==> src/rtl/portgroup_txn.sv <==
// -----------------------------------------------------------------------------
// portgroup_txn
//   Core-side port-group transmitter. A start strobe snapshots the channel mask
//   and all channel words. The enabled channels are then sent, lowest channel
//   first, as one frame over a valid/ready stream. An optional idle gap can be
//   inserted between the words of a frame. Busy, done and a completed-frame
//   count are reported back to the register file.
//
// Parameters
//   width_p  data word width (>=1)
//   chcnt_p  number of TX channels (>=1)
//   gap_p    idle cycles between consecutive words of a frame (0..255)
//
// Ports
//   main_clk_i               clock
//   main_rst_an_i            synchronous reset, active-low
//   regf_ctrl_ena_rval_i     global transmit enable
//   regf_ctrl_chmask_rval_i  channel enable mask
//   regf_tx_data_rval_i      channel i word at bits [i*width_p +: width_p]
//   regf_tx_start_wr_i       single-cycle start strobe
//   regf_tx_busy_o           frame in progress
//   regf_tx_done_o           one-cycle pulse when a frame completes
//   regf_tx_cnt_o            completed-frame counter (wraps)
//   tx_valid_o/tx_data_o/tx_chan_o/tx_last_o/tx_ready_i  output stream
//   tx_par_o                 even parity of tx_data_o (PORTGROUP_TXN_PARITY_EN only)
//
// Build option
//   PORTGROUP_TXN_PARITY_EN  adds the tx_par_o output and its parity register.
// -----------------------------------------------------------------------------
module portgroup_txn #(
  parameter int width_p = 8,
  parameter int chcnt_p = 4,
  parameter int gap_p   = 0
) (
  input  logic                                          main_clk_i,
  input  logic                                          main_rst_an_i,
  input  logic                                          regf_ctrl_ena_rval_i,
  input  logic [chcnt_p-1:0]                            regf_ctrl_chmask_rval_i,
  input  logic [chcnt_p*width_p-1:0]                    regf_tx_data_rval_i,
  input  logic                                          regf_tx_start_wr_i,
  output logic                                          regf_tx_busy_o,
  output logic                                          regf_tx_done_o,
  output logic [15:0]                                   regf_tx_cnt_o,
  output logic                                          tx_valid_o,
  output logic [width_p-1:0]                            tx_data_o,
  output logic [((chcnt_p > 1) ? $clog2(chcnt_p) : 1)-1:0] tx_chan_o,
  output logic                                          tx_last_o,
`ifdef PORTGROUP_TXN_PARITY_EN
  output logic                                          tx_par_o,
`endif
  input  logic                                          tx_ready_i
);

  localparam int chan_w = (chcnt_p > 1) ? $clog2(chcnt_p) : 1;
  localparam logic [7:0] gap_init = 8'(gap_p);

  typedef enum logic [1:0] {
    IDLE = 2'd0,
    SEND = 2'd1,
    GAP  = 2'd2
  } state_t;

  state_t                      state;
  state_t                      next_state;
  logic [chcnt_p-1:0]          shadow_mask;
  logic [chcnt_p-1:0]          next_mask;
  logic [chcnt_p-1:0]          rem_mask;
  logic [chcnt_p*width_p-1:0]  shadow_data;
  logic                        capture;
  logic [7:0]                  gap_cnt;
  logic [7:0]                  next_gap;
  logic                        next_valid;
  logic [width_p-1:0]          next_data;
  logic [chan_w-1:0]           next_chan;
  logic                        next_last;
  logic                        next_done;
  logic [15:0]                 next_cnt;
  logic [chan_w-1:0]           low_in;
  logic [chan_w-1:0]           low_rem;
  logic [chan_w-1:0]           low_shadow;

  // Index of the lowest set bit of a channel mask (0 for an empty mask).
  function automatic logic [chan_w-1:0] lowest_chan(input logic [chcnt_p-1:0] m);
    logic [chan_w-1:0] idx;
    idx = '0;
    for (int i = chcnt_p - 1; i >= 0; i--) begin
      if (m[i]) begin
        idx = chan_w'(i);
      end else begin
        idx = idx;
      end
    end
    return idx;
  endfunction

  // True when exactly one channel bit is set.
  function automatic logic single_bit(input logic [chcnt_p-1:0] m);
    int n;
    n = 0;
    for (int i = 0; i < chcnt_p; i++) begin
      n = n + int'(m[i]);
    end
    return (n == 1);
  endfunction

  // Mask with the given channel's bit cleared.
  function automatic logic [chcnt_p-1:0] clear_chan(input logic [chcnt_p-1:0] m,
                                                    input logic [chan_w-1:0]  idx);
    logic [chcnt_p-1:0] r;
    for (int i = 0; i < chcnt_p; i++) begin
      r[i] = m[i] & (chan_w'(i) != idx);
    end
    return r;
  endfunction

  // Word of channel idx out of a packed channel vector.
  function automatic logic [width_p-1:0] word_at(input logic [chcnt_p*width_p-1:0] d,
                                                 input logic [chan_w-1:0]           idx);
    return d[int'(idx)*width_p +: width_p];
  endfunction

`ifdef PORTGROUP_TXN_PARITY_EN
  // Even parity of a data word.
  function automatic logic data_parity(input logic [width_p-1:0] w);
    return ^w;
  endfunction
`endif

  assign rem_mask   = clear_chan(shadow_mask, tx_chan_o);
  assign low_in     = lowest_chan(regf_ctrl_chmask_rval_i);
  assign low_rem    = lowest_chan(rem_mask);
  assign low_shadow = lowest_chan(shadow_mask);

  // Next-state and next-output decode; outputs are registered from these.
  always_comb begin
    next_state = state;
    next_mask  = shadow_mask;
    next_gap   = gap_cnt;
    next_valid = tx_valid_o;
    next_data  = tx_data_o;
    next_chan  = tx_chan_o;
    next_last  = tx_last_o;
    next_done  = 1'b0;
    next_cnt   = regf_tx_cnt_o;
    capture    = 1'b0;
    case (state)
      IDLE: begin
        if (regf_tx_start_wr_i && regf_ctrl_ena_rval_i &&
            (regf_ctrl_chmask_rval_i != '0)) begin
          // First word comes straight from the register inputs being captured.
          capture    = 1'b1;
          next_state = SEND;
          next_mask  = regf_ctrl_chmask_rval_i;
          next_valid = 1'b1;
          next_chan  = low_in;
          next_data  = word_at(regf_tx_data_rval_i, low_in);
          next_last  = single_bit(regf_ctrl_chmask_rval_i);
        end else begin
          next_valid = 1'b0;
          next_data  = '0;
          next_chan  = '0;
          next_last  = 1'b0;
        end
      end
      SEND: begin
        if (tx_ready_i) begin
          if (rem_mask == '0) begin
            next_state = IDLE;
            next_mask  = '0;
            next_valid = 1'b0;
            next_data  = '0;
            next_chan  = '0;
            next_last  = 1'b0;
            next_done  = 1'b1;
            next_cnt   = regf_tx_cnt_o + 16'd1;
          end else if (!regf_ctrl_ena_rval_i) begin
            // Abort: the word just accepted is the last one sent.
            next_state = IDLE;
            next_mask  = '0;
            next_valid = 1'b0;
            next_data  = '0;
            next_chan  = '0;
            next_last  = 1'b0;
          end else if (gap_p == 0) begin
            next_mask  = rem_mask;
            next_chan  = low_rem;
            next_data  = word_at(shadow_data, low_rem);
            next_last  = single_bit(rem_mask);
          end else begin
            next_state = GAP;
            next_mask  = rem_mask;
            next_gap   = gap_init;
            next_valid = 1'b0;
            next_data  = '0;
            next_chan  = '0;
            next_last  = 1'b0;
          end
        end else begin
          // Backpressure: hold the presented word.
          next_state = SEND;
        end
      end
      GAP: begin
        if (!regf_ctrl_ena_rval_i) begin
          next_state = IDLE;
          next_mask  = '0;
          next_gap   = 8'd0;
        end else if (gap_cnt == 8'd1) begin
          next_state = SEND;
          next_gap   = 8'd0;
          next_valid = 1'b1;
          next_chan  = low_shadow;
          next_data  = word_at(shadow_data, low_shadow);
          next_last  = single_bit(shadow_mask);
        end else begin
          next_gap   = gap_cnt - 8'd1;
        end
      end
      default: begin
        next_state = IDLE;
        next_mask  = '0;
        next_gap   = 8'd0;
        next_valid = 1'b0;
        next_data  = '0;
        next_chan  = '0;
        next_last  = 1'b0;
      end
    endcase
  end

  // State, shadow and output registers.
  always_ff @(posedge main_clk_i) begin
    if (!main_rst_an_i) begin
      state          <= IDLE;
      shadow_mask    <= '0;
      shadow_data    <= '0;
      gap_cnt        <= 8'd0;
      tx_valid_o     <= 1'b0;
      tx_data_o      <= '0;
      tx_chan_o      <= '0;
      tx_last_o      <= 1'b0;
      regf_tx_busy_o <= 1'b0;
      regf_tx_done_o <= 1'b0;
      regf_tx_cnt_o  <= 16'd0;
`ifdef PORTGROUP_TXN_PARITY_EN
      tx_par_o       <= 1'b0;
`endif
    end else begin
      state          <= next_state;
      shadow_mask    <= next_mask;
      shadow_data    <= capture ? regf_tx_data_rval_i : shadow_data;
      gap_cnt        <= next_gap;
      tx_valid_o     <= next_valid;
      tx_data_o      <= next_data;
      tx_chan_o      <= next_chan;
      tx_last_o      <= next_last;
      regf_tx_busy_o <= (next_state != IDLE);
      regf_tx_done_o <= next_done;
      regf_tx_cnt_o  <= next_cnt;
`ifdef PORTGROUP_TXN_PARITY_EN
      // next_data is zero whenever the stream is idle, so parity is 0 then.
      tx_par_o       <= data_parity(next_data);
`endif
    end
  end

endmodule

==> config.mk <==
export PLATFORM = sky130hd
export DESIGN_NAME = portgroup_txn
export DESIGN_NICKNAME = d
export VERILOG_FILES = /design/src/rtl/portgroup_txn.sv
export SDC_FILE = /design/constraint.sdc
export NUM_CORES = 1
export LEC_CHECK = 0
export CAP_MARGIN = 10
export CORE_MARGIN = 10
export CORE_UTILIZATION = 59
export DETAILED_ROUTE_END_ITERATION = 8
export HOLD_SLACK_MARGIN = 0.02
export PLACE_DENSITY = 0.85
export SLEW_MARGIN = 10
export SYNTH_ARGS = -nofsm -noshare
export SYNTH_HDL_FRONTEND = slang
export SYNTH_SLANG_ARGS = --single-unit
==> constraint.sdc <==
create_clock -name main_clk_i -period 7.1 [get_ports main_clk_i]
set_clock_uncertainty 0.1 [all_clocks]
set_input_delay 0.71 -clock main_clk_i [delete_from_list [all_inputs] [get_ports main_clk_i]]
set_output_delay 0.71 -clock main_clk_i [all_outputs]
set_load 0.03 [all_outputs]
Yosys cells after proc, flatten, opt, wreduce, memory -nomap -nowiden
Index checks and enable logic that the tools add are counted. W data, S select, Z words.

Logic and storage cells: 115. Bits of input ports: 41. Register bits after elaboration: 76.

Reductions and logical operators: 13. Shift-type cells: 3. Mux-type cells: 58. Bitwise operators: 4. $add $sub $neg: 11. Eq/ne operators: 15.

Operators by type and width (count): $shiftx A32 B6 Y8 (3); $mux W8 (8); $mux W2 (24); $pmux W8 S3 (1); $mux W4 (5); $add A16 B1 Y16 const B (1); $pmux W8 S2 (1); $mux W1 (14); $add A3 B1 Y4 (3); $eq A4 B1 Y1 const B (3); $pmux W2 S3 (2); $pmux W4 S3 (1); $reduce_and A3 Y1 (4); $ne A2 B2 Y1 const B (5); $add A2 B1 Y3 (3); $eq A8 B1 Y1 const B (1); $sub A8 B1 Y8 const B (1); $add A1 B1 Y2 (3); $pmux W1 S3 (2); $and A1 B1 Y1 (4); $logic_not A4 Y1 (1); $ne A2 B2 Y1 const A (2); $reduce_and A4 Y1 (1); $reduce_bool A2 Y1 (2); other kinds (8) (9).

Longest topological paths before layout
Depth in word-level cells: 11. Depth in mapped cells: 12.

Worst setup path after synthesis
Ideal clock, no wire load.

Path kind: input to register. From: input port regf_ctrl_chmask_rval_i[0]. To: register tx_last_o. Slack: 4181 ps. Data required time: 6930 ps. Cell stages on the path: 11. Path buffers: 1. Arrival time: 2748 ps. Path through: clkbuf_1 > clkinv_1 > fa_1 > inv_1 > ha_1 > ha_1 > nor2_1 > nand3_1 > nand2_1 > o21ai_0 > a21oi_1.

Word-level cells in the longest chain between the ends: 6.

RTL lines: from (decl) (line 38) `input logic [chcnt_p-1:0] regf_ctrl_chmask_rval_i,`; $add A1 B1 Y2 (line 101) `n = n + int'(m[i]);`; $add A2 B1 Y3 (line 101); $add A3 B1 Y4 (line 101); $eq A4 B1 Y1 (line 103) `return (n == 1);`; $mux W1 * (line 148) `if (regf_tx_start_wr_i && regf_ctrl_ena_rval_i &&`; $pmux W1 S3 * (line 146) `case (state)`; to (signal assigned) (line 256) `tx_last_o <= next_last;`; to (decl) (line 47) `output logic tx_last_o,`.

Mark *: on every way between the ends. The rest lies on a longest branch, timed or not. A chain may end at the register's enable or synchronous reset.

Final worst setup path
From: input port regf_ctrl_chmask_rval_i[0]. To: register tx_chan_o[1] (netlist bit).

Word-level cells in the longest chain between the ends: 4.

RTL lines: $reduce_bool A4 Y1 (line 149) `(regf_ctrl_chmask_rval_i != '0)) begin`; $logic_and A1 B1 Y1 (line 148); $mux W2 * (line 148); $pmux W2 S3 * (line 146); to (signal assigned) (line 255) `tx_chan_o <= next_chan;`; to (decl) (line 46) `output logic [((chcnt_p > 1) ? $clog2(chcnt_p) : 1)-1:0] tx_chan_o,`.

Marked as above.

==> implementation parameters <==
Parameter                              Value

Floorplanning
  Number of top-level pins    71
  Starting density of the core    roughly three fifths
  Die area    between 10000 and 15000 um^2
  Die Y-Extent    approximately 110 um
  Die width    between 100 and 150 um
  Placeable core region    7331 um^2
  Cell row count    31

Clocking
  Clock latency on the worst-skew pair    roughly 350 ps
  H-tree levels    3
  TritonCTS clock tree    built
  CTS hold repair buffers    0
  Buffer cell driving the clock tree root    clkbuf_8
  Total clock sinks    76
  Clock slew at the register clock pins of the worst setup and hold paths    about 80 ps
  Post-CTS repair timing setup buffer count    0
  Post-cts sizing count    0
  CTS Buf Count    9
  Maximum root-to-sink buffer count    2

Synth
  Synth top area cells    dfxtp_1 (34%), nand2_1 (7.8%), a21oi_1 (5.7%)
  Count of synthesis-stage warnings from yosys    0
  #FFs+latches synth    76
  Post-Synthesis Cells    about 560
  Synthesized area per cell    between 8 and 9 um^2
  Cell taking the most area after synthesis    dfxtp_1
  Distinct cell type count after synthesis    70
  Async SR Flop Fraction    0%
  Post-synthesis instance area    roughly 4500 um^2
  Most common flop cell mapped by yosys    dfxtp_1
  Post-synth EDFFs    0
  Sequential fraction of the synthesis area    between 30% and 40%
  Portion of synthesized cell area occupied by the leading cell type    between 30% and 40%
  Nets in the synthesized netlist    slightly above 600

Power
  Power per Cell Area    178.0 nW/um^2
  LEAKAGE    about 2.0 nW
  Cell Int Power    around 0.68 mW
  Switching share of power    28.18%
  Part of the power in the clock network    approximately a third
  Sequential share of power    between 40% and 50%
  Relative contribution of combinational cells to total power    between 10% and 20%
  Power dissipated by switching net loads    around 0.27 mW
  Max IR drop VDD    about 110 uV

Global routing
  Pin count of the biggest net entering global routing    63
  Initial antenna violation count    0
  Via count of the first global-routing pass    around 4400
  Wire length of the first global-routing pass    around 22 mm
  Gr ovfl total    0
  Total global-route track usage    a little under a quarter

Finish
  Final instance area    about 5300 um^2
  Fraction of layout instances using a drive strength above 1    between 8 and 9%
  Number of nets in the layout    ~660
  FF+latch area    approximately 1500 um^2
  Area overhead of the layout relative to synthesis    18.07%
  Fraction of the core area covered by cells at the end of the flow    72.49%
  Count of fill cells added during filler insertion    between 500 and 600
  Antenna cell count    0
  Area of combinational cells with multiple inputs    2701 um^2

STA
  Hold Vio Cnt, Final    0
  Shortest clock period the worst path allows after layout    about 3600 ps
  Top achievable clock speed    277.8 MHz
  Max-slew violation count    0
  Setup TNS    0 ps
  Final Worst Setup Slack    roughly 3500 ps
  Setup violation total in the final timing report    0
  Max transition margin    between 10% and 20%
  Ratio of final minimum period to clock period    roughly 50%
  RSZ-0062 raised after global routing    false
  Transition time of the tightest slew-check pin    about 1200 ps

Placement
  DPL Wire Length    9.129 mm
  Number of buffer cells added on primary ports    70
  Gp weighted congestion    0.9456
  Worst slack, placed    ~3200 ps
  Instance area after placement    ~5000 um^2

Detailed routing
  Routed WL    around 13 mm
  Routed via count divided by cell count    between 6 and 7
  DR WL/cell    18.72 um
  Starting DRC count in detailed routing    ~380
  Vias post-DR    between 4000 and 5000
  Antenna viol nets, final    0
  Detailed-router iteration count before antenna repair    5
  Number of design rule violations left after detail routing    0

Outcome
  Result of the run    finished, final reports clean

Worst setup path
  Cell seen most often among critical-path stages    a21oi_1
  Delay of the slowest cell on the worst path    about 900 ps
  Endpoint type of the worst setup path    flip-flop
  Required time at the endpoint of the critical path    7270 ps
  Buf/Inv on CP    3
  Critical Path AT    3770 ps
  Slowest CP cell    clkdlybuf4s50_1
  Worst path top cell family by delay    buffers and inverters
  CP max FO    slightly above 40
  Setup crit start kind    input port
  Cell-by-cell listing of the critical path    clkdlybuf4s50_1 > clkinv_1 > ha_1 > a21oi_1 > nand3_1 > buf_4 > o41ai_1 > o21ai_0 > a21oi_1
  Worst setup path category    input port to flip-flop

Flow run
  Count of max-cap constraint violations    0

Min path
  Min-Delay Path Class    flip-flop to flip-flop
==> synth_stat cells (5+ instances only) <==
cell type  number
nand2_1        93
dfxtp_1        76
a21oi_1        51
nor2_1         40
o21ai_0        37
clkbuf_1       24
mux2i_1        16
nor3_1         15
inv_1          14
or3_1          14
a211o_1        13
ha_1           12
o22ai_1        11
nand3_1        10
o211ai_1       10
xor2_1         10
o221a_2         9
o21a_1          8
nand4_1         6
o221ai_1        5
==> worst paths after layout <==
check,from,to,slack [ps],cells past startpoint
hold reg to reg,tx_data_o[6],tx_data_o[6],370,2
setup reg to reg,shadow_mask[3],tx_data_o[3],3790,6
setup / recovery,regf_ctrl_chmask_rval_i[0],tx_chan_o[1],3500,9
hold / removal,tx_data_o[6],tx_data_o[6],370,2
==> power by group through the flow <==
stage | Clock, mW | Combinational (mW) | Sequential [mW]
6_report | 0.325 | 0.165 | 0.456
2_1_floorplan | 0 | 0.104 | 0.464
3_5_place_dp | 0 | 0.162 | 0.465
4_1_cts | 0.327 | 0.163 | 0.455
3_3_place_gp | 0 | 0.158 | 0.465
5_1_grt | 0.343 | 0.179 | 0.457
==> area by class of cell <==
type                            count  area share [%]
Clock inverter                      2          0.6593
Tap cell                           99           2.331
Sequential cell                    76           28.63
Multi-Input combinational cell    426           50.84
Clock buffer                       13           2.802
Inverter                           18           1.271
Timing Repair Buffer               72           13.47
==> flip-flops by register name (all words and copies together), names as in the netlist <==
| register | cells |
|---|---|
| gap_cnt | 8 |
| regf_tx_busy_o | 1 |
| regf_tx_cnt_o | 16 |
| regf_tx_done_o | 1 |
| shadow_data | 32 |
| shadow_mask | 4 |
| state | 2 |
| tx_chan_o | 2 |
| tx_data_o | 8 |
| tx_last_o | 1 |
| tx_valid_o | 1 |
==> layout by cell type, fill, tap and decap left out, types with 10 or more instances in the layout <==
master | synthesis | routed
xor2_1 | 10 | 10
a21oi_1 | 51 | 51
nor2_1 | 40 | 40
dfxtp_1 | 76 | 76
a211o_1 | 13 | 13
or3_1 | 14 | 14
o21ai_0 | 37 | 37
inv_1 | 14 | 14
nand3_1 | 10 | 10
o22ai_1 | 11 | 11
ha_1 | 12 | 12
mux2i_1 | 16 | 16
nor3_1 | 15 | 15
nand2_1 | 93 | 93
o211ai_1 | 10 | 10
clkdlybuf4s50_1 | 0 | 70
clkbuf_8 | 3 | 10
==> cell families (layout without fill, tap and decap cells) <==
family	after synthesis	count (layout)	synth area share, %
and+or+nand+nor	209	209	22.46
AOI/OAI and AO/OA	172	172	26.44
DFF	76	76	33.81
buffers and inverters	55	105	6.171
muxes	19	19	4.559
adders and majority gates	14	14	4.226
xor gates and xnor gates	12	12	2.335
==> routing by layer <==
layer / vias to the layer above / track usage (%) / part of all wire [%]
met5: - / 0 / 0
met4: 0 / 9.065 / 3.5
met3: 40 / 8.144 / 11
met2: 267 / 38.31 / 48
met1: 2068 / 26.27 / 38
li1: 2102 / - / -
==> metrics by stage <==
step	std cells	hold slack [ps]	total power [mW]
floorplan	557	340.5	0.5681
global placement	691	348.2	0.6222
detailed placement	691	345.3	0.6270
CTS	706	369.2	0.9457
global route	706	388.3	0.9795
finish	706	370.3	0.9461
==> worst reg2reg max path, stage by stage, from the launching register on <==
cell,delay (ps)
dfxtp_1,720
inv_1,390
o211ai_1,270
nand3_1,870
mux2i_1,470
o221a_2,240
o221ai_1,110
Note: power is estimated with default switching activity, not from simulation.
